## config.mk

```make
export PLATFORM = sky130hd
export DESIGN_NAME = bcd2bin_seq_flat
export DESIGN_NICKNAME = d
export VERILOG_FILES = /design/src/rtl/bcd2bin_seq_if.sv /design/src/rtl/bcd2bin_seq.sv /design/src/flat_wrapper.sv
export SDC_FILE = /design/constraint.sdc
export NUM_CORES = 1
export LEC_CHECK = 0
export CORE_MARGIN = 4
export CORE_UTILIZATION = 40
export DETAILED_ROUTE_END_ITERATION = 6
export SLEW_MARGIN = 10
export SYNTH_ARGS = -nofsm -noshare
export SYNTH_HDL_FRONTEND = slang
export SYNTH_SLANG_ARGS = --single-unit
```

## constraint.sdc

```tcl
create_clock -name clk -period 4.9 [get_ports clk]
set_clock_uncertainty 0.2 [all_clocks]
set_input_delay 0.98 -clock clk [delete_from_list [all_inputs] [get_ports clk]]
set_output_delay 0.98 -clock clk [all_outputs]
set_load 0.02 [all_outputs]
```

## src/rtl/bcd2bin_seq_if.sv

```systemverilog
// bcd2bin_seq_if: start/done handshake and data bundle for bcd2bin_seq.
//   start   : conversion request (master -> slave)
//   bcd_in  : packed BCD word, digit 0 in [3:0] (master -> slave)
//   ready   : converter idle, start will be accepted (slave -> master)
//   busy    : conversion in progress (slave -> master)
//   done    : one-cycle result strobe (slave -> master)
//   err     : accepted word held a nibble > 9 (slave -> master)
//   bin_out : binary result, held until the next result (slave -> master)
interface bcd2bin_seq_if #(
  parameter int DIGITS = 4,
  parameter int BIN_W  = 14
);
  logic                  start;
  logic [4*DIGITS-1:0]   bcd_in;
  logic                  ready;
  logic                  busy;
  logic                  done;
  logic                  err;
  logic [BIN_W-1:0]      bin_out;

  modport master (
    output start, bcd_in,
    input  ready, busy, done, err, bin_out
  );

  modport slave (
    input  start, bcd_in,
    output ready, busy, done, err, bin_out
  );
endinterface

```

## src/rtl/bcd2bin_seq.sv

```systemverilog
// bcd2bin_seq: sequential BCD-to-binary converter (reverse double-dabble).
// One right shift per cycle followed by a parallel "-3 on every nibble >= 8"
// correction of the BCD field; BIN_W steps per conversion.
// Ports:
//   clk : system clock, rising edge
//   rst : asynchronous active-high reset
//   bus : bcd2bin_seq_if slave (start, bcd_in, ready, busy, done, err, bin_out)
//
// state | meaning
// ------+------------------------------------------------------------
// IDLE  | ready; waits for start, validates digits on accept
// CONV  | one shift/correct step per cycle, BIN_W steps in total
// DONE  | one-cycle done strobe with bin_out/err valid
module bcd2bin_seq #(
  parameter int DIGITS = 4,
  parameter int BIN_W  = 14
) (
  input  logic          clk,
  input  logic          rst,
  bcd2bin_seq_if.slave  bus
);

  localparam int BCD_W = 4 * DIGITS;
  localparam int W_W   = BCD_W + BIN_W;
  localparam int CNT_W = $clog2(BIN_W + 1);

  typedef enum logic [1:0] {
    S_IDLE = 2'd0,
    S_CONV = 2'd1,
    S_DONE = 2'd2
  } state_t;

  state_t             state_q, state_d;
  logic [W_W-1:0]     w_q, w_d;
  logic [W_W-1:0]     w_step;
  logic [CNT_W-1:0]   count_q, count_d;
  logic [BIN_W-1:0]   bin_q, bin_d;
  logic               err_q, err_d;
  logic               bad_digit;

  always_comb begin
    bad_digit = 1'b0;
    for (int i = 0; i < DIGITS; i++) begin
      if (bus.bcd_in[4*i +: 4] > 4'd9) bad_digit = 1'b1;
    end
  end

  // A nibble >= 8 is exactly one whose top bit is set after the shift.
  always_comb begin
    w_step = w_q >> 1;
    for (int i = 0; i < DIGITS; i++) begin
      if (w_step[BIN_W + 4*i + 3]) begin
        w_step[BIN_W + 4*i +: 4] = w_step[BIN_W + 4*i +: 4] - 4'd3;
      end
    end
  end

  always_comb begin
    state_d = state_q;
    w_d     = w_q;
    count_d = count_q;
    bin_d   = bin_q;
    err_d   = err_q;
    unique case (state_q)
      S_IDLE: begin
        if (bus.start) begin
          if (bad_digit) begin
            err_d   = 1'b1;
            bin_d   = '0;
            state_d = S_DONE;
          end else begin
            err_d   = 1'b0;
            w_d     = {bus.bcd_in, {BIN_W{1'b0}}};
            count_d = '0;
            state_d = S_CONV;
          end
        end
      end
      S_CONV: begin
        w_d     = w_step;
        count_d = count_q + CNT_W'(1);
        if (count_q == CNT_W'(BIN_W - 1)) begin
          bin_d   = w_step[BIN_W-1:0];
          state_d = S_DONE;
        end
      end
      S_DONE: state_d = S_IDLE;
      default: state_d = S_IDLE;
    endcase
  end

  always_ff @(posedge clk or posedge rst) begin
    if (rst) begin
      state_q <= S_IDLE;
      w_q     <= '0;
      count_q <= '0;
      bin_q   <= '0;
      err_q   <= 1'b0;
    end else begin
      state_q <= state_d;
      w_q     <= w_d;
      count_q <= count_d;
      bin_q   <= bin_d;
      err_q   <= err_d;
    end
  end

  assign bus.ready   = (state_q == S_IDLE);
  assign bus.busy    = (state_q == S_CONV);
  assign bus.done    = (state_q == S_DONE);
  assign bus.err     = err_q;
  assign bus.bin_out = bin_q;

endmodule
```

## src/flat_wrapper.sv

```systemverilog
// flat-port wrapper written by rule: the top's interface ports become plain ports
module bcd2bin_seq_flat 
#(
  parameter int DIGITS = 4,
  parameter int BIN_W  = 14
)
  (clk, rst, bus_start, bus_bcd_in, bus_ready, bus_busy, bus_done, bus_err, bus_bin_out);
  bcd2bin_seq_if #(.DIGITS(DIGITS), .BIN_W(BIN_W)) bus_i ();
  input  logic clk;
  input  logic rst;
  input wire logic [$bits(bus_i.start)-1:0] bus_start;
  input wire logic [$bits(bus_i.bcd_in)-1:0] bus_bcd_in;
  output wire logic [$bits(bus_i.ready)-1:0] bus_ready;
  output wire logic [$bits(bus_i.busy)-1:0] bus_busy;
  output wire logic [$bits(bus_i.done)-1:0] bus_done;
  output wire logic [$bits(bus_i.err)-1:0] bus_err;
  output wire logic [$bits(bus_i.bin_out)-1:0] bus_bin_out;
  assign bus_i.start = bus_start;
  assign bus_i.bcd_in = bus_bcd_in;
  assign bus_ready = bus_i.ready;
  assign bus_busy = bus_i.busy;
  assign bus_done = bus_i.done;
  assign bus_err = bus_i.err;
  assign bus_bin_out = bus_i.bin_out;
  bcd2bin_seq #(.DIGITS(DIGITS), .BIN_W(BIN_W)) u_core (.clk(clk), .rst(rst), .bus(bus_i));
endmodule
```

== Yosys cells after proc, flatten, opt, wreduce, memory -nomap -nowiden ==
Cells that the tools add are included.

* Bits in latches: 0
* Output and inout port bits: 18
* Register bits after elaboration: 51
* Word-level logic and storage cells: 48
* Bits of input ports: 19
* Memories: 0
* Memory bits (read-only): 0
* Bits in writable memories: 0

* Shift operators: 0
* Bitwise gates (word level): 0
* Divide/modulo/power cells: 0
* Order comparisons: 4
* Eq/ne operators: 7
* $mul: 0
* Muxes and demuxes: 22
* Reductions and logical operators: 6
* Add/subtract/negate cells: 4

{| class="wikitable"
|+ Operators with widths
! kind !! count
|-
| two-way mux 30 bit || 2
|-
| one-hot mux 30 bit (2 select lines) || 1
|-
| two-way mux 14 bit || 3
|-
| one-hot mux 14 bit (2 select lines) || 1
|-
| two-way mux 4 bit || 5
|-
| greater-than comparator 4 bit, second input constant || 4
|-
| subtractor 4 x 2 -> 4 bit, second input constant || 3
|-
| one-hot mux 4 bit (2 select lines) || 1
|-
| two-way mux 2 bit || 3
|-
| two-way mux 1 bit || 5
|-
| adder 4 x 1 -> 4 bit, second input constant || 1
|-
| equality test 4 bit, second input constant || 1
|-
| inequality test 2 x 1 -> 1 bit, second input constant || 2
|-
| inequality test 2 bit, second input constant || 2
|-
| one-hot mux 2 bit (2 select lines) || 1
|-
| AND reduction 2 bit || 2
|-
| AND reduction 4 bit || 1
|-
| AND reduction 3 bit || 1
|-
| equality test 2 x 1 -> 1 bit, second input constant || 1
|-
| equality test 2 bit, second input constant || 1
|-
| zero test 2 bit || 1
|-
| nonzero test 2 bit || 1
|}

== Depth between registers and ports, before layout ==
* Depth in word-level cells: 8
* Depth in mapped cells: 8
* Mapped depth without buffers: 6

== Worst setup path before layout ==
Ideal clock, no wire load.

* Kind: input port to flip-flop
* Start: input port bus_bcd_in[14]
* End: register u_core.w_q[16]
* Setup slack: 2.622 ns
* Setup time: 0.126 ns
* Stages on the path: 6
* Buffers on the path: 2
* Required time: 4.574 ns
* Arrival time: 1.952 ns
* Cells stage by stage: o21ai_1 and4_1 buf_4 a21oi_2 buf_6 a221o_1

* Word-level cells in the longest chain between the ends: 4

{| class="wikitable"
|+ RTL lines
! item !! line !! RTL
|-
| start: declaration || flat_wrapper.sv:12 || <nowiki>input wire logic [$bits(bus_i.bcd_in)-1:0] bus_bcd_in;</nowiki>
|-
| greater-than comparator 4 bit || bcd2bin_seq.sv:44 || <nowiki>if (bus.bcd_in[4*i +: 4] > 4'd9) bad_digit = 1'b1;</nowiki>
|-
| two-way mux 1 bit || bcd2bin_seq.sv:44 ||
|-
| inequality test 2 bit (no source line) || -- ||
|-
| AND reduction 3 bit (no source line) || -- ||
|-
| end signal: assignment || bcd2bin_seq.sv:101 || <nowiki>w_q <= w_d;</nowiki>
|-
| end: declaration || bcd2bin_seq.sv:34 || <nowiki>logic [W_W-1:0] w_q, w_d;</nowiki>
|}

Every way passes these cells.
A chain may end at the register's enable or synchronous reset.

== Final worst setup path ==
* Start: register u_core.state_q[1]
* End: output port bus_busy

* Word-level cells in the longest chain between the ends: 1

{| class="wikitable"
|+ RTL lines
! item !! line !! RTL
|-
| start: declaration || bcd2bin_seq.sv:33 || <nowiki>state_t state_q, state_d;</nowiki>
|-
| start signal: assignment || bcd2bin_seq.sv:100 || <nowiki>state_q <= state_d;</nowiki>
|-
| equality test 2 x 1 -> 1 bit || bcd2bin_seq.sv:109 || <nowiki>assign bus.busy = (state_q == S_CONV);</nowiki>
|-
| end: declaration || flat_wrapper.sv:14 || <nowiki>output wire logic [$bits(bus_i.busy)-1:0] bus_busy;</nowiki>
|}

Every way passes these cells.

==> results by group <==
Cells and area
  • Area overhead of the layout relative to synthesis: 21.24%
  • Layout Nets: 241
  • Leading cell type in the layout, fill and taps excluded: sky130_fd_sc_hd__dfrtp_1
  • Share of cells above drive strength 1: 0.08257
  • Core utilization of the finished layout: 0.5127
  • Antenna fix cells: 0
  • Top library cells by usage in the layout, fill and taps aside: 50 x sky130_fd_sc_hd__dfrtp_1, 36 x sky130_fd_sc_hd__clkdlybuf4s50_1, 30 x sky130_fd_sc_hd__a22o_1
  • Non-filler instance count after layout: 288

Logic synthesis
  • Average size of a mapped cell: 11.97 µm²
  • Fraction of registers with async set or reset after synthesis: 1.000
  • Prevailing post-synth register cell: sky130_fd_sc_hd__dfrtp_1
  • Post-synthesis net count: 209
  • Combined area of all synthesized cells: 2215 µm²
  • Number of distinct library cells after synthesis: 34
  • Largest family of logic cells by synthesized area: compound AO/OA/AOI/OAI gates
  • Xor/xnor share of the synthesized area: 0.02373
  • Yosys warning count: 0
  • Synthesized-area fraction occupied by ao, oa, aoi and oai cells: 0.2322
  • Share of cell area taken by muxes after synthesis: 0.01864
  • Synth Area in Adders: 0.02825
  • Number of flops mapped to enable cells by yosys: 0
  • Synthesis-stage register bit count: 50
  • Part of the Yosys area used for sequential elements: 0.5650
  • Cells after Synth: 185
  • Share of synthesized cell area in and, or, nand and nor gates: 0.09096

Placement
  • Input/output buffers: 36
  • Final HPWL DP: 3.155 mm
  • Final Wtd Congestion: 0.8110
  • Post-placement cell count: 280

Drt
  • Number of vias per cell: 5.618
  • Routed Antenna Nets: 0
  • DR DRC count: 0
  • Starting DRT DRC Count: 114
  • Length of the first detailed-routing pass in iterations: 4
  • Average wire per standard cell: 16.58 µm
  • Total via count after detailed routing: 1618
  • Routed wire length: 4.775 mm

Floorplan
  • Area enclosed by the die boundary: 6791 µm²
  • Starting density of the core: 0.4228
  • Core box area: 5238 µm²
  • Height of the die: 82.41 µm
  • Horiz. Die Dim: 82.41 µm
  • Row count: 26
  • Number of placed I/O pins: 37

Worst hold path
  • Hold endpoint: u_core.bus.err
  • Number of cells on the worst hold path: 2
  • Class of the tightest hold or removal check: reg2reg
  • Worst Min Path Start: u_core.bus.err

Timing
  • Transition time of the tightest slew-check pin: 1.037 ns
  • Portion of the clock cycle consumed by the worst path in the final layout: 0.7526
  • Achievable Freq: 271.2 MHz
  • Setup repair after global routing missed its margin: no
  • Min cycle time layout: 3.688 ns
  • Count of endpoints failing hold in the final timing report: 0
  • Number of max-slew violations in the final report: 0
  • Setup violation total in the final timing report: 0
  • Setup tns final: 0 ns
  • Worst slew margin relative to its limit: 0.3076

Clocking
  • Setup repair bufs after CTS: 0
  • Clk Tree Root Cell: sky130_fd_sc_hd__clkbuf_8
  • Clk buf depth: 2
  • CTS resizes: 0
  • Clock sink count: 50
  • TritonCTS clock tree: yes
  • Clk_lat worst skew: 0.31 ns
  • Post-cts hold buffer count: 0
  • Number of buffers added by the clock tree synthesis step: 5
  • H-tree lvl count: 2
  • Clock-pin slew on the worst setup and hold paths: 0.09 ns

Global route
  • Via count of the first global-routing pass: 1639
  • Initial antenna violation count: 0
  • Aggregate global routing overflow: 0
  • First-pass GRT wire length: 7.872 mm
  • Global-route usage over all layers: 0.1544
  • Largest net degree at the start of global routing: 51

Setup path
  • Register-to-register setup slack: 2.03 ns
  • Endpoint type of the worst setup path: primary output
  • Kind of critical path: reg2out
  • FF-to-FF path depth: 5
  • Worst flop-to-flop path startpoint: u_core.state_q[1]
  • Arrival time reported for the critical path endpoint: 2.51 ns
  • Maximum net fanout on the critical path: 23
  • Data required time at the worst endpoint: 3.72 ns
  • Reg2Reg Capture Point: u_core.bus.bin_out[2]
  • Type of origin of the critical path: flop

Pwr
  • VDD IR-drop max: 0.2413 mV
  • Leakage: 1.176 nW
  • Pwr Density: 501.4 nW/µm²

Status
  • Status: completed

Flow run
  • Max capacitance violation total: 0
-- per-layer routing --
layer	GRT usage	up-vias	part of all wire
li1	-	760	-
met1	0.2077	820	0.48
met2	0.2412	31	0.46
met3	0.02928	7	0.036
met4	0.06977	0	0.018
met5	0	-	0
-- worst max path at each step --
stage	startpoint	cells after the start	endpoint
6_report	u_core.state_q[1]	3	bus_busy
5_1_grt	u_core.state_q[1]	3	bus_busy
4_1_cts	u_core.state_q[1]	3	bus_busy
3_5_place_dp	u_core.state_q[1]	3	bus_busy
3_3_place_gp	u_core.state_q[1]	3	bus_busy
2_1_floorplan	rst	1	u_core.bus.bin_out[0]
-- where the power goes --
part	switching, mW	internal (mW)
Sequential	0.122	0.532
Combinational	0.210	0.225
Clock	0.141	0.116
-- kinds of logic after synthesis --
| kind of cell | count (synthesis) |
|---|---|
| adder cells (fa/ha/maj) | 5 |
| AO/OA/AOI/OAI | 65 |
| XOR/XNOR | 6 |
| AND/OR/NAND/NOR | 40 |
| flip-flops | 50 |
| multiplexers | 4 |
| buffers and inverters | 15 |
-- area by class of cell --
type	count	area, µm²
timing repair buffer	36	360.3
clock buffer	6	82.58
clock inverter	2	16.27
sequential	50	1251
inverter	4	15.01
tap	70	87.58
multi-input combinational	120	872.1
fill	461	2552
-- state kept, by name, summed over array words and instances (netlist names) --
register and flops:
u_core.bus.bin_out 14, u_core.bus.err 1, u_core.count_q 4, u_core.state_q 2, u_core.w_q 29
-- Yosys cell counts (2+ instances only) --
library cell / number / share of area
sky130_fd_sc_hd__o21ai_0: 5 / 0.011
sky130_fd_sc_hd__nand3_1: 6 / 0.014
sky130_fd_sc_hd__o21ai_1: 5 / 0.011
sky130_fd_sc_hd__xnor2_1: 6 / 0.024
sky130_fd_sc_hd__nand2b_1: 6 / 0.017
sky130_fd_sc_hd__buf_2: 7 / 0.016
sky130_fd_sc_hd__ha_1: 5 / 0.028
sky130_fd_sc_hd__inv_1: 2 / 0.0034
sky130_fd_sc_hd__o32ai_1: 2 / 0.0079
sky130_fd_sc_hd__inv_2: 2 / 0.0034
sky130_fd_sc_hd__mux2i_1: 3 / 0.014
sky130_fd_sc_hd__o221a_2: 3 / 0.015
sky130_fd_sc_hd__nor2_1: 16 / 0.027
sky130_fd_sc_hd__buf_6: 3 / 0.015
sky130_fd_sc_hd__a221o_1: 5 / 0.023
sky130_fd_sc_hd__a22o_1: 30 / 0.12
sky130_fd_sc_hd__nor2b_1: 5 / 0.014
sky130_fd_sc_hd__dfrtp_1: 50 / 0.56
sky130_fd_sc_hd__a21oi_1: 7 / 0.016
sky130_fd_sc_hd__a31oi_1: 3 / 0.0085
-- per-stage QoR --
| stage | power [mW] | instance area, µm² | hold slack [ns] | worst slack [ns] |
|---|---|---|---|---|
| 6_report | 1.346 | 2685 | 0.3005 | 1.212 |
| 5_1_grt | 1.437 | 2685 | 0.3182 | 1.072 |
| 4_1_cts | 1.358 | 2685 | 0.3062 | 1.207 |
| 3_5_place_dp | 1.099 | 2586 | 0.2841 | 1.541 |
| 3_3_place_gp | 1.076 | 2586 | 0.2799 | 1.580 |
| 2_1_floorplan | 0.9817 | 2215 | 0.2639 | 2.519 |
-- critical path: stages, from the launching register on --
cell	delay (ns)
sky130_fd_sc_hd__dfrtp_1	0.46
sky130_fd_sc_hd__nand2b_1	0.51
sky130_fd_sc_hd__inv_2	0.53
sky130_fd_sc_hd__clkdlybuf4s50_1	0.69
No activity file was read; power rests on OpenSTA's default activity.
